`config.mk`:
```
export PLATFORM = sky130hd
export DESIGN_NAME = vga_dvid_tx
export DESIGN_NICKNAME = d
export VERILOG_FILES = /design/src/rtl/vga_dvid_tx.sv
export SDC_FILE = /design/constraint.sdc
export NUM_CORES = 1
export LEC_CHECK = 0
export BUFFER_PORTS_ARGS = -buffer_cell sky130_fd_sc_hd__buf_2
export CORE_ASPECT_RATIO = 0.7
export CORE_MARGIN = 1
export CORE_UTILIZATION = 55
export CTS_CLUSTER_DIAMETER = 200
export DETAILED_ROUTE_END_ITERATION = 8
export GPL_ROUTABILITY_DRIVEN = 0
export PLACE_DENSITY = 0.74
export SKIP_LAST_GASP = 1
export SYNTH_ARGS = -nofsm -noshare
export SYNTH_HDL_FRONTEND = slang
export SYNTH_SLANG_ARGS = --single-unit
```
`constraint.sdc`:
```
create_clock -name clk -period 16.89 [get_ports clk]
set_input_delay 3.378 -clock clk [delete_from_list [all_inputs] [get_ports clk]]
set_output_delay 3.378 -clock clk [all_outputs]
set_load 0.03 [all_outputs]
```
`src/rtl/vga_dvid_tx.sv`:
```
// 640x480@60 timing generator with a 3-bit-per-colour test pattern, followed by
// three DVI TMDS channel encoders whose 10-bit symbols feed an external serializer.
module vga_dvid_tx #(
  parameter int   H_VISIBLE = 640,
  parameter int   H_FRONT   = 16,
  parameter int   H_SYNC    = 96,
  parameter int   H_BACK    = 48,
  parameter int   V_VISIBLE = 480,
  parameter int   V_FRONT   = 10,
  parameter int   V_SYNC    = 2,
  parameter int   V_BACK    = 33,
  parameter logic SYNC_POL  = 1'b0
) (
  input  logic       clk,
  input  logic       reset,
  output logic       hsync,
  output logic       vsync,
  output logic       blank,
  output logic [2:0] red,
  output logic [2:0] green,
  output logic [2:0] blue,
  output logic [9:0] tmds_red,
  output logic [9:0] tmds_green,
  output logic [9:0] tmds_blue,
  output logic [9:0] tmds_clk
);

  localparam int H_TOTAL = H_VISIBLE + H_FRONT + H_SYNC + H_BACK;
  localparam int V_TOTAL = V_VISIBLE + V_FRONT + V_SYNC + V_BACK;

  localparam logic [9:0] H_LAST   = 10'(H_TOTAL - 1);
  localparam logic [9:0] H_VIS    = 10'(H_VISIBLE);
  localparam logic [9:0] HS_START = 10'(H_VISIBLE + H_FRONT);
  localparam logic [9:0] HS_END   = 10'(H_VISIBLE + H_FRONT + H_SYNC);
  localparam logic [9:0] V_LAST   = 10'(V_TOTAL - 1);
  localparam logic [9:0] V_VIS    = 10'(V_VISIBLE);
  localparam logic [9:0] VS_START = 10'(V_VISIBLE + V_FRONT);
  localparam logic [9:0] VS_END   = 10'(V_VISIBLE + V_FRONT + V_SYNC);

  localparam logic [9:0] CTRL_00 = 10'b1101010100;
  localparam logic [9:0] CTRL_01 = 10'b0010101011;
  localparam logic [9:0] CTRL_10 = 10'b0101010100;
  localparam logic [9:0] CTRL_11 = 10'b1010101011;

  logic [9:0] r_hcnt;
  logic [9:0] r_vcnt;
  logic       r_hsync;
  logic       r_vsync;
  logic       r_blank;
  logic [2:0] r_col [3];   // index 0 blue, 1 green, 2 red (DVI channel order)
  logic       w_blank;
  logic       w_hs_act;
  logic       w_vs_act;
  logic [9:0] w_tmds [3];

  always_ff @(posedge clk) begin
    if (reset) begin
      r_hcnt <= '0;
      r_vcnt <= '0;
    end else if (r_hcnt == H_LAST) begin
      r_hcnt <= '0;
      r_vcnt <= (r_vcnt == V_LAST) ? '0 : r_vcnt + 10'd1;
    end else begin
      r_hcnt <= r_hcnt + 10'd1;
    end
  end

  assign w_blank  = (r_hcnt >= H_VIS) || (r_vcnt >= V_VIS);
  assign w_hs_act = (r_hcnt >= HS_START) && (r_hcnt < HS_END);
  assign w_vs_act = (r_vcnt >= VS_START) && (r_vcnt < VS_END);

  always_ff @(posedge clk) begin
    if (reset) begin
      r_hsync <= ~SYNC_POL;
      r_vsync <= ~SYNC_POL;
      r_blank <= 1'b1;
      r_col[0] <= '0;
      r_col[1] <= '0;
      r_col[2] <= '0;
    end else begin
      r_hsync  <= w_hs_act ? SYNC_POL : ~SYNC_POL;
      r_vsync  <= w_vs_act ? SYNC_POL : ~SYNC_POL;
      r_blank  <= w_blank;
      r_col[0] <= w_blank ? 3'd0 : (r_hcnt[7:5] ^ r_vcnt[7:5]);
      r_col[1] <= w_blank ? 3'd0 : r_vcnt[7:5];
      r_col[2] <= w_blank ? 3'd0 : r_hcnt[7:5];
    end
  end

  genvar gi;
  generate
    for (gi = 0; gi < 3; gi++) begin : g_ch
      logic [7:0]        w_d;
      logic [3:0]        w_ones_d;
      logic              w_use_xnor;
      logic [8:0]        w_qm;
      logic [3:0]        w_n1;
      logic [3:0]        w_n0;
      logic signed [4:0] w_n1s;
      logic signed [4:0] w_n0s;
      logic [9:0]        w_sym;
      logic signed [4:0] w_cnt_next;
      logic [1:0]        w_ctrl;
      logic [9:0]        w_ctrl_sym;
      logic signed [4:0] r_cnt;
      logic [9:0]        r_sym;

      assign w_d = {r_col[gi], r_col[gi], r_col[gi][2:1]};

      always_comb begin
        w_ones_d = '0;
        for (int i = 0; i < 8; i++) w_ones_d = w_ones_d + {3'b000, w_d[i]};
      end

      assign w_use_xnor = (w_ones_d > 4'd4) || ((w_ones_d == 4'd4) && !w_d[0]);

      always_comb begin
        w_qm    = '0;
        w_qm[0] = w_d[0];
        for (int i = 1; i < 8; i++)
          w_qm[i] = w_use_xnor ? ~(w_qm[i-1] ^ w_d[i]) : (w_qm[i-1] ^ w_d[i]);
        w_qm[8] = ~w_use_xnor;
      end

      always_comb begin
        w_n1 = '0;
        for (int i = 0; i < 8; i++) w_n1 = w_n1 + {3'b000, w_qm[i]};
      end

      assign w_n0  = 4'd8 - w_n1;
      assign w_n1s = $signed({1'b0, w_n1});
      assign w_n0s = $signed({1'b0, w_n0});

      // Running disparity chooses between sending q_m as-is or inverted.
      always_comb begin
        w_sym      = '0;
        w_cnt_next = r_cnt;
        if ((r_cnt == 5'sd0) || (w_n1 == w_n0)) begin
          w_sym      = {~w_qm[8], w_qm[8], w_qm[8] ? w_qm[7:0] : ~w_qm[7:0]};
          w_cnt_next = w_qm[8] ? (r_cnt + w_n1s - w_n0s) : (r_cnt + w_n0s - w_n1s);
        end else if (((r_cnt > 5'sd0) && (w_n1 > w_n0)) ||
                     ((r_cnt < 5'sd0) && (w_n0 > w_n1))) begin
          w_sym      = {1'b1, w_qm[8], ~w_qm[7:0]};
          w_cnt_next = r_cnt + (w_qm[8] ? 5'sd2 : 5'sd0) + w_n0s - w_n1s;
        end else begin
          w_sym      = {1'b0, w_qm[8], w_qm[7:0]};
          w_cnt_next = r_cnt - (w_qm[8] ? 5'sd0 : 5'sd2) + w_n1s - w_n0s;
        end
      end

      assign w_ctrl = (gi == 0) ? {r_vsync, r_hsync} : 2'b00;

      always_comb begin
        case (w_ctrl)
          2'b00:   w_ctrl_sym = CTRL_00;
          2'b01:   w_ctrl_sym = CTRL_01;
          2'b10:   w_ctrl_sym = CTRL_10;
          default: w_ctrl_sym = CTRL_11;
        endcase
      end

      always_ff @(posedge clk) begin
        if (reset) begin
          r_sym <= CTRL_00;
          r_cnt <= '0;
        end else if (r_blank) begin
          r_sym <= w_ctrl_sym;
          r_cnt <= '0;
        end else begin
          r_sym <= w_sym;
          r_cnt <= w_cnt_next;
        end
      end

      assign w_tmds[gi] = r_sym;
    end
  endgenerate

  assign hsync      = r_hsync;
  assign vsync      = r_vsync;
  assign blank      = r_blank;
  assign red        = r_col[2];
  assign green      = r_col[1];
  assign blue       = r_col[0];
  assign tmds_blue  = w_tmds[0];
  assign tmds_green = w_tmds[1];
  assign tmds_red   = w_tmds[2];
  assign tmds_clk   = 10'b0000011111;

endmodule

```
**After elaboration in Yosys (flattened, before gate mapping)**

Memories as Yosys holds them, arrays and structs flattened.
Index checks and enable logic that the tools add are counted.

- Register bits after elaboration: 68
- Latch bits: 0
- RAM bits: 9
- Bits in read-only memories: 0
- Input port bits: 2
- Output and inout port bits: 52
- Logic and storage cells: 261
- Memories kept: 1

Memory list:

| memory | words | bits a word | read ports | clocked after memory_dff | write ports | line | source |
|---|---|---|---|---|---|---|---|
| r_col | 3 | 3 | 3 | 0 | 3 | 50 | `logic [2:0] r_col [3];` |

- $add $sub $neg: 77
- Multipliers: 0
- Div/mod/pow operators: 0
- $lt $le $gt $ge: 21
- Equality and inequality tests: 10
- Shifts and indexed selects: 0
- Multiplexer cells: 59
- Bitwise operators: 52
- Reduce and logical (&&, ||, !) cells: 30

Operators with widths:

| cell | count |
|---|---|
| adder 4 x 1 -> 4 bit | 24 |
| two-way mux 10 bit | 8 |
| adder 5 bit | 12 |
| subtractor 5 bit | 12 |
| two-way mux 5 bit | 9 |
| case mux 10 bit (3 select lines) | 1 |
| two-way mux 1 bit | 26 |
| adder 3 x 1 -> 4 bit | 6 |
| greater-than comparator 4 bit | 6 |
| two-way mux 8 bit | 3 |
| inverter 1 bit | 24 |
| inverter 8 bit | 3 |
| XOR 1 bit | 21 |
| adder 10 x 1 -> 10 bit, second input constant | 2 |
| == test 10 bit, second input constant | 2 |
| >= comparator 10 bit, second input constant | 2 |
| >= comparator 10 x 9 -> 1 bit, second input constant | 2 |
| adder 2 x 1 -> 3 bit | 6 |
| two-way mux 3 bit | 6 |
| adder 5 x 3 -> 5 bit | 3 |
| greater-than comparator 5 x 1 -> 1 bit, second input constant | 3 |
| zero test 5 bit | 3 |
| less-than comparator 5 x 1 -> 1 bit, second input constant | 3 |
| subtractor 5 x 3 -> 5 bit | 3 |
| other kinds (17) | 59 |

**Longest topological paths before layout**

An unclocked memory read counts as a cell.

- Depth after elaboration: 38
- Depth in mapped cells: 24
- Depth with buffers taken out: 23

**Worst setup path after synthesis**

No wires, ideal clock.

- Path type: register to register
- Start point: memory r_col[1][0] (netlist: r_col[0][3])
- End point: register g_ch[1].r_cnt[4]
- Setup time: 0.116 ns
- Arrival time: 6.270 ns
- Data required time: 16.774 ns
- Path slack: 10.504 ns
- Cell stages (with the launch flop): 23
- Path buffers: 1
- Period minus slack after synthesis: 6.386 ns
- Cell sequence: dfxtp_1 -> clkbuf_1 -> inv_1 -> fa_1 -> xor2_1 -> xnor2_1 -> xnor2_1 -> fa_1 -> fa_1 -> ha_1 -> and4b_1 -> a21o_1 -> inv_1 -> ha_1 -> xnor2_1 -> xnor2_1 -> ha_1 -> inv_1 -> fa_1 -> xnor2_1 -> xnor2_1 -> mux2_2 -> a31o_2

RTL lines:

| what | line | source |
|---|---|---|
| start, declared | 50 |  |
| end signal, assigned | 171 | `r_cnt <= w_cnt_next;` |
| end, declared | 105 | `logic signed [4:0] r_cnt;` |

==> impl_metrics.csv <==
group,metric,value,unit
floorplan,die_h,95.19,µm
clock_network,numCtsBuffers,9,
floorplan,die_w,135.1,µm
logic_synthesis,yosysSeqAreaShare,22.30,%
logic_synthesis,synthCells,778,
power_and_ir_drop,power.ir.vdd_worst,0.07060,mV
worst_setup_path,r2r_start,"r_col[0][3]",
sta,hold_viol,0,
place,dpl.hpwl,11.79,mm
worst_setup_path,cp-end-kind,"flip-flop",
worst_setup_path,worstPathRequired,17.13,ns
clock_network,clockBufferDepth,2,
worst_setup_path,cp_slowest_cell,"dfxtp_1",
logic_synthesis,synth.most_common_cell,"ha_1",
layout,nets,914,
sta,slew_viol_final,0,
floorplan,coreArea,11890,µm²
floorplan,num_rows,33,
route,drc,0,
clock_network,ctsHtreeMaxLevel,3,
worst_setup_path,start_kind,"flip-flop",
route,drt-total-wl,15.62,mm
worst_setup_path,critPathMaxFanout,13,
floorplan,die_area,12860,µm²
worst_hold_path,hp-class,"flip-flop to flip-flop",
sta,rsz0062_at_grt,"no",
layout,postLayoutCellArea,7367,µm²
logic_synthesis,ys_seq_elements,76,
job,cap_violations,0,
sta,finalSetupTns,0,ns
clock_network,cts.sinks,76,
route,via_per_inst,5.590,
logic_synthesis,postSynth.asyncResetShare,0,%
logic_synthesis,syn-cell-area,6823,µm²
worst_setup_path,crit_chain,"inv_1 > fa_1 > xor2_1 > xnor2_1 > xnor2_1 > fa_1 > fa_1 > ha_1 > and4b_1 > a21o_1 > inv_1 > ha_1 > xnor2_1 > xnor2_1 > ha_1 > inv_1 > fa_1 > xnor2_1 > xnor2_1 > mux2_2 > a31o_2",
logic_synthesis,synth_common_cells,"ha_1 (85), dfxtp_1 (76), xnor2_1 (74), inv_1 (66), o21ai_0 (54)",
worst_setup_path,max_stage_delay,0.73,ns
outcome,run_status,"finished, final reports clean",
sta,relSlewSlack,33.71,%
worst_setup_path,crit_arrival,7.07,ns
route,drtPass1Iterations,5,
route,vias,5378,
grt,grt_pass1_vias,5175,
grt,antenna_found_initial,0,
clock_network,cts_hold_buf,0,
clock_network,cts-root-buf,"clkbuf_16",
worst_setup_path,startpoint,"r_col[0][3]",
logic_synthesis,synth_warnings,0,
sta,holdWs,0.5138,ns
grt,grtUsageTotal,25.15,%
worst_setup_path,cp_common_cell,"xnor2_1",
route,postRouteAntennaNets,0,
clock_network,clkTransAtPathRegs,0.06,ns
logic_synthesis,ys_top_cells_by_area,"dfxtp_1 (22%), ha_1 (16%), xnor2_1 (9.5%), fa_1 (7.9%), xor2_1 (5.3%)",
grt,grt_start_max_net_pins,30,
layout,ff_latch_area,1521,µm²
floorplan,initial_core_util,57.38,%
logic_synthesis,syn_area_per_cell,8.770,µm²
sta,period_needed,6.830,ns
layout,layout-drive-gt1-share,10.93,%
sta,worstMarginPinSlew,0.9906,ns
clock_network,post-cts-setup-buffers,0,
worst_setup_path,path_buf_inv,3,
grt,overflow,0,
power_and_ir_drop,leakage,3.408,nW
layout,multi_input_area,4843,µm²
grt,grt_pass1_wl,25.34,mm
power_and_ir_drop,p_per_area,118.8,nW/µm²
route,routedWlPerCell,16.24,µm
floorplan,io-pin-count,54,
clock_network,cts_resized,0,
sta,setup_viol,0,
clock_network,cts_tree,"done",
place,port_buffers,43,
sta,min_period_over_period,40.44,%
layout,nFillCells,1012,
sta,fmax,146.4,MHz
worst_setup_path,crit_family,"adder cells",
logic_synthesis,synth-main-ff-cell,"dfxtp_1",
logic_synthesis,synth_top_area_share,22.30,%
sta,final.setup_skew,0.01033,ns
route,first_iter_violations,424,
worst_setup_path,critPathKind,"flip-flop to flip-flop",
logic_synthesis,yosysTopAreaCell,"dfxtp_1",
logic_synthesis,synth_edf_count,0,
clock_network,insertion_delay,0.34,ns
place,dpl_cell_area,7043,µm²
worst_hold_path,min-delay-start,"r_hcnt[0]",
layout,diodes,0,
logic_synthesis,ys_types,66,
layout,area_growth,7.977,%
-- where the power goes --
part           total (mW)  internal, mW  switching, mW
Sequential          0.226         0.201         0.0255
Clock               0.215         0.131         0.0835
Combinational       0.435         0.186          0.248
Total               0.875         0.518          0.357
-- cells in the final DEF (no fill, tap or decap), drive strengths merged, types with 7 or more instances in the layout --
cell / n
ha: 85
dfxtp: 76
xnor2: 75
inv: 69
o21ai: 56
nor2: 49
a21oi: 47
nand2: 46
buf: 45
xor2: 41
fa: 27
mux2i: 23
a21o: 18
nand2b: 10
conb: 10
clkbuf: 10
nand3: 8
or3: 8
and2: 8
nor4: 8
nor3: 7
-- cell type report --
type,instances,area share [%]
clock buffer,10,3.108
clock inverter,6,1.291
inverter,67,3.414
multi-input combinational,601,65.74
sequential,76,20.65
tap,157,2.666
timing repair buffer,45,3.125
-- per-layer routing --
layer | wire length [µm] | global-route usage, % | vias to the layer above | share of wire [%]
met5 | 0 | 0 | - | 0
li1 | - | - | 2646 | -
met1 | 7434 | 33.54 | 2571 | 48
met4 | 174 | 6.367 | 0 | 1.1
met3 | 884 | 5.582 | 15 | 5.7
met2 | 7128 | 41.24 | 146 | 46
-- registers in the layout, indices dropped and copies added (netlist names) --
signal      count
blank           1
g_ch.r_cnt     15
hsync           1
r_col           9
r_hcnt         10
r_vcnt         10
tmds_blue      10
tmds_green     10
tmds_red        9
vsync           1
-- final timing paths --
check                           to  slack [ns]  cells after the start
setup / recovery  g_ch[1].r_cnt[4]       10.06                     21
hold / removal           r_hcnt[0]        0.51                      1
setup reg to reg  g_ch[1].r_cnt[4]       10.06                     21
hold reg to reg          r_hcnt[0]        0.51                      1
-- through the flow --
stage	power [mW]	setup slack (ns)	instances	utilization [%]
4_1_cts	0.8741	10.06	962	61.95
3_5_place_dp	0.6519	10.08	946	59.23
2_1_floorplan	0.5756	10.50	786	-
3_3_place_gp	0.6442	10.36	946	59.23
5_1_grt	0.9305	9.616	962	61.95
6_report	0.8754	10.06	962	61.95
-- cell families after synthesis --
logic type | count (synthesis) | synth area share (%)
AO/OA/AOI/OAI | 158 | 14.12
XOR/XNOR | 116 | 15.00
adder cells (fa/ha/maj) | 112 | 23.51
buffers and inverters | 109 | 7.189
flip-flops | 76 | 22.30
multiplexers | 29 | 4.475
other | 2 | 0.1101
AND/OR/NAND/NOR | 176 | 13.30
Power figures use the tool's default switching activity.
